`src/rtl/dec_scan_n.sv`:
```
// N-to-2^N one-hot decoder with registered outputs and an auto-scan mode that
// rotates the active line with a programmable dwell time per line.
module dec_scan_n #(
  parameter int N       = 3,
  parameter int DWELL_W = 8
) (
  input  logic                 clk,
  input  logic                 rst_n,
  input  logic                 en,
  input  logic                 mode,
  input  logic [N-1:0]         i,
  input  logic [DWELL_W-1:0]   dwell,
  input  logic                 load,
  output logic [(1<<N)-1:0]    q,
  output logic [N-1:0]         idx,
  output logic                 wrap
);

  localparam int W = 1 << N;

  localparam logic [N-1:0]       IDX_ONE  = N'(1'b1);
  localparam logic [N-1:0]       IDX_LAST = {N{1'b1}};
  localparam logic [W-1:0]       Q_ONE    = W'(1'b1);
  localparam logic [W-1:0]       Q_ZERO   = {W{1'b0}};
  localparam logic [DWELL_W-1:0] CNT_ONE  = DWELL_W'(1'b1);
  localparam logic [DWELL_W-1:0] CNT_ZERO = {DWELL_W{1'b0}};

  typedef enum logic [1:0] {
    ST_IDLE   = 2'd0,
    ST_DIRECT = 2'd1,
    ST_SCAN   = 2'd2
  } state_t;

  state_t               state_q, state_d;
  logic [W-1:0]         q_q, q_d;
  logic [N-1:0]         idx_q, idx_d;
  logic [DWELL_W-1:0]   cnt_q, cnt_d;
  logic                 wrap_q, wrap_d;

  function automatic logic [W-1:0] onehot(input logic [N-1:0] sel);
    return Q_ONE << sel;
  endfunction

  // Next-state and next-output decode for idle, direct and scan operation.
  always_comb begin
    state_d = state_q;
    q_d     = q_q;
    idx_d   = idx_q;
    cnt_d   = cnt_q;
    wrap_d  = 1'b0;
    if (!en) begin
      state_d = ST_IDLE;
      q_d     = Q_ZERO;
      cnt_d   = CNT_ZERO;
    end else if (!mode) begin
      state_d = ST_DIRECT;
      q_d     = onehot(i);
      idx_d   = i;
      cnt_d   = CNT_ZERO;
    end else begin
      state_d = ST_SCAN;
      case (state_q)
        ST_SCAN: begin
          // load wins over an advance falling due on the same edge
          if (load) begin
            q_d   = onehot(i);
            idx_d = i;
            cnt_d = CNT_ZERO;
          end else if (cnt_q >= dwell) begin
            q_d    = {q_q[W-2:0], q_q[W-1]};
            idx_d  = idx_q + IDX_ONE;
            cnt_d  = CNT_ZERO;
            wrap_d = (idx_q == IDX_LAST);
          end else begin
            cnt_d = cnt_q + CNT_ONE;
          end
        end
        default: begin
          q_d   = onehot(i);
          idx_d = i;
          cnt_d = CNT_ZERO;
        end
      endcase
    end
  end

  // State and output registers with asynchronous clear.
  always_ff @(posedge clk or negedge rst_n) begin
    if (!rst_n) begin
      state_q <= ST_IDLE;
      q_q     <= Q_ZERO;
      idx_q   <= {N{1'b0}};
      cnt_q   <= CNT_ZERO;
      wrap_q  <= 1'b0;
    end else begin
      state_q <= state_d;
      q_q     <= q_d;
      idx_q   <= idx_d;
      cnt_q   <= cnt_d;
      wrap_q  <= wrap_d;
    end
  end

  assign q    = q_q;
  assign idx  = idx_q;
  assign wrap = wrap_q;

endmodule
```
`config.mk`:
```
export PLATFORM = sky130hd
export DESIGN_NAME = dec_scan_n
export DESIGN_NICKNAME = d
export VERILOG_FILES = /design/src/rtl/dec_scan_n.sv
export SDC_FILE = /design/constraint.sdc
export NUM_CORES = 1
export LEC_CHECK = 0
export CAP_MARGIN = 30
export CORE_MARGIN = 5
export CORE_UTILIZATION = 51
export DETAILED_ROUTE_END_ITERATION = 12
export GPL_ROUTABILITY_DRIVEN = 0
export PLACE_DENSITY = 0.8
export SYNTH_ARGS = -nofsm -noshare
export SYNTH_HDL_FRONTEND = slang
export SYNTH_SLANG_ARGS = --single-unit
```
`constraint.sdc`:
```
create_clock -name clk -period 2.4 [get_ports clk]
set_input_delay 0.48 -clock clk [delete_from_list [all_inputs] [get_ports clk]]
set_output_delay 0.48 -clock clk [all_outputs]
set_load 0.005 [all_outputs]
```
==> flow_summary.yaml <==
yosys:
  syn_avg_cell_area_um2: 9.334
  yosys_warnings: 0
  ys_seq_area_share_pct: 39.32
  synth-seq-cells: 22
  ys_types: 34
  synth.cell_area_um2: 1400
  synth-edff-count: 0
  synthFlopType: "dfrtp_1"
  synthCells: 150
  syn-num-nets: 177
  synthArstFlopShare_pct: 100.0
detailed_routing:
  dr.first_iter.drc_count: 67
  first_pass_iters: 5
  routed_wl_um: 3338
  drc_errors: 0
  num_vias: 1294
  wl_per_cell_um: 15.97
  ant_nets: 0
  viasPerCell: 6.191
cts:
  cts_max_path_buffers: 2
  clock_latency_ns: 0.31
  cts_buffers: 3
  cts-root-buf: "clkbuf_4"
  clk_pin_slew_ns: 0.13
  cts_tree: "built"
  htreeDepth: 1
  hold_buffers: 0
  post_cts_buffers: 0
  cts_resized: 0
  cts_num_sinks: 22
pwr:
  ir_worst_vdd_mv: 0.4828
  p_leak_nw: 0.8091
  power_density_nw_per_um2: 452.7
critical_path:
  required_ns: 2.59
  cp.arrival_ns: 2.40
  path_class: "in2reg"
  rrSetupSlack_ns: 0.41
  reg2reg_to: "q[4]"
  crit_path_start_kind: "primary input"
  rr_worst_depth: 6
  cp_max_fo: 11
  end_kind: "register"
  worstReg2RegStart: "cnt_q[2]"
sta:
  timing.final.ws_setup_ns: 0.1929
  tightestPinTransition_ns: 0.4665
  rsz0062_at_grt: "false"
  skew_ns: 0.007398
  setup_viol: 0
  relSlewSlack_pct: 68.10
  fin_crit_sh_pct: 91.96
  period_minus_slack_ns: 2.207
  report.final.slew_viol_count: 0
  final_hold_viol_count: 0
  max_freq_ghz: 0.4531
global_route:
  grt_usage_pct: 17.32
  grt_overflow: 0
  grt_pass1_wl_um: 5754
  grt_pass1_vias: 1329
  grt_max_degree: 23
  antenna_found_initial: 0
cells_and_area:
  area_growth_pct: 27.35
  antenna_cells: 0
  drive_gt1_share_pct: 8.989
  fin_nets: 206
  fin_util_pct: 66.37
  final_cell_mix: "clkdlybuf4s50_1 (27), dfrtp_1 (22)"
  final_common_cell: "clkdlybuf4s50_1"
  stdcell_count: 209
placement:
  dp_cells: 205
  place_ws_ns: -0.1742
  post-dp-hpwl_um: 2378
  io_buffers: 27
floorplanning:
  fp.coreArea_um2: 2686
  die_area_um2: 3893
  die_x_um: 62.40
  initial_core_util_pct: 52.12
  num_io_pins: 28
  rows: 19
  die_h_um: 62.40
status:
  outcome: "finished clean"
hold_path:
  min_path_type: "in2async"
flow_run:
  drv_cap: 0
critical path, cell delays in order:
cell             delay (ns)
clkdlybuf4s50_1        0.45
inv_1                  0.05
ha_1                   0.32
a211oi_2               0.21
o21ai_1                0.11
buf_4                  0.18
a2111oi_0              0.49
a211oi_1               0.10
flip-flops by register name (all words and copies together) (netlist names):
signal	cells
wrap	1
q	8
cnt_q	8
state_q	2
idx	3
metal layers:
layer / GRT usage [%] / vias up / share of wire [%]
li1: - / 607 / -
met1: 21.62 / 613 / 40
met2: 29.92 / 70 / 52
met3: 3.237 / 4 / 7.5
met4: 5.570 / 0 / 0.81
met5: 0 / - / 0
cell usage after synthesis (4+ instances only):
master | n | area, um^2
dfrtp_1 | 22 | 550.5
ha_1 | 11 | 137.6
inv_1 | 11 | 41.29
nor2_1 | 11 | 41.29
nor3_1 | 11 | 55.05
nand2_1 | 10 | 37.54
a2111oi_0 | 8 | 70.07
buf_2 | 7 | 35.03
a211oi_1 | 6 | 45.04
a2111oi_1 | 5 | 50.05
nand3_1 | 5 | 25.02
xor2_1 | 5 | 43.79
and3_1 | 4 | 25.02
per-stage QoR:
step	area, um^2	hold WS (ns)	TNS [ns]	total power, mW
after CTS	1783	0.5015	0	0.8090
final	1783	0.4908	0	0.8071
after global placement	1730	0.5513	-0.07070	0.5200
after detailed placement	1730	0.5476	-0.8701	0.5252
after global routing	1783	0.5085	0	0.8466
after floorplan	1400	0.1844	0	0.4525
worst max path at each step:
stage / cells past startpoint / endpoint / slack [ns] / startpoint
3_5_place_dp: 8 / q[6] / -0.17 / dwell[2]
2_1_floorplan: 7 / q[3] / 0.52 / dwell[2]
3_3_place_gp: 8 / q[3] / -0.04 / dwell[2]
4_1_cts: 8 / q[6] / 0.17 / dwell[2]
6_report: 8 / q[4] / 0.19 / dwell[2]
5_1_grt: 8 / q[6] / 0.01 / dwell[2]
cell type report:
type | instances | area (um^2)
clock inverters | 1 | 30.03
flip-flops and latches | 22 | 550.5
clock buffers | 3 | 22.52
well taps | 31 | 38.79
repair buffers | 36 | 350.3
inverters | 12 | 45.04
multi-input cells | 104 | 745.7
fillers | 228 | 903.4
report_power, final:
part	total [mW]	switching (mW)	leakage [nW]	internal (mW)
clock network	0.288	0.119	0.0279	0.169
registers	0.395	0.0126	0.297	0.383
logic	0.124	0.0564	0.484	0.0673
kinds of logic (layout without fill, tap and decap cells):
kind of cell             count (synthesis)  count (layout)  share of synthesized area [%]
AO/OA/AOI/OAI                           39              39                          21.81
XOR/XNOR                                 6               6                          3.753
adder cells (fa/ha/maj)                 11              11                          9.830
buffers and inverters                   24              52                          7.864
flip-flops                              22              22                          39.32
AND/OR/NAND/NOR                         48              48                          17.43
No activity file was read; power rests on OpenSTA's default activity.
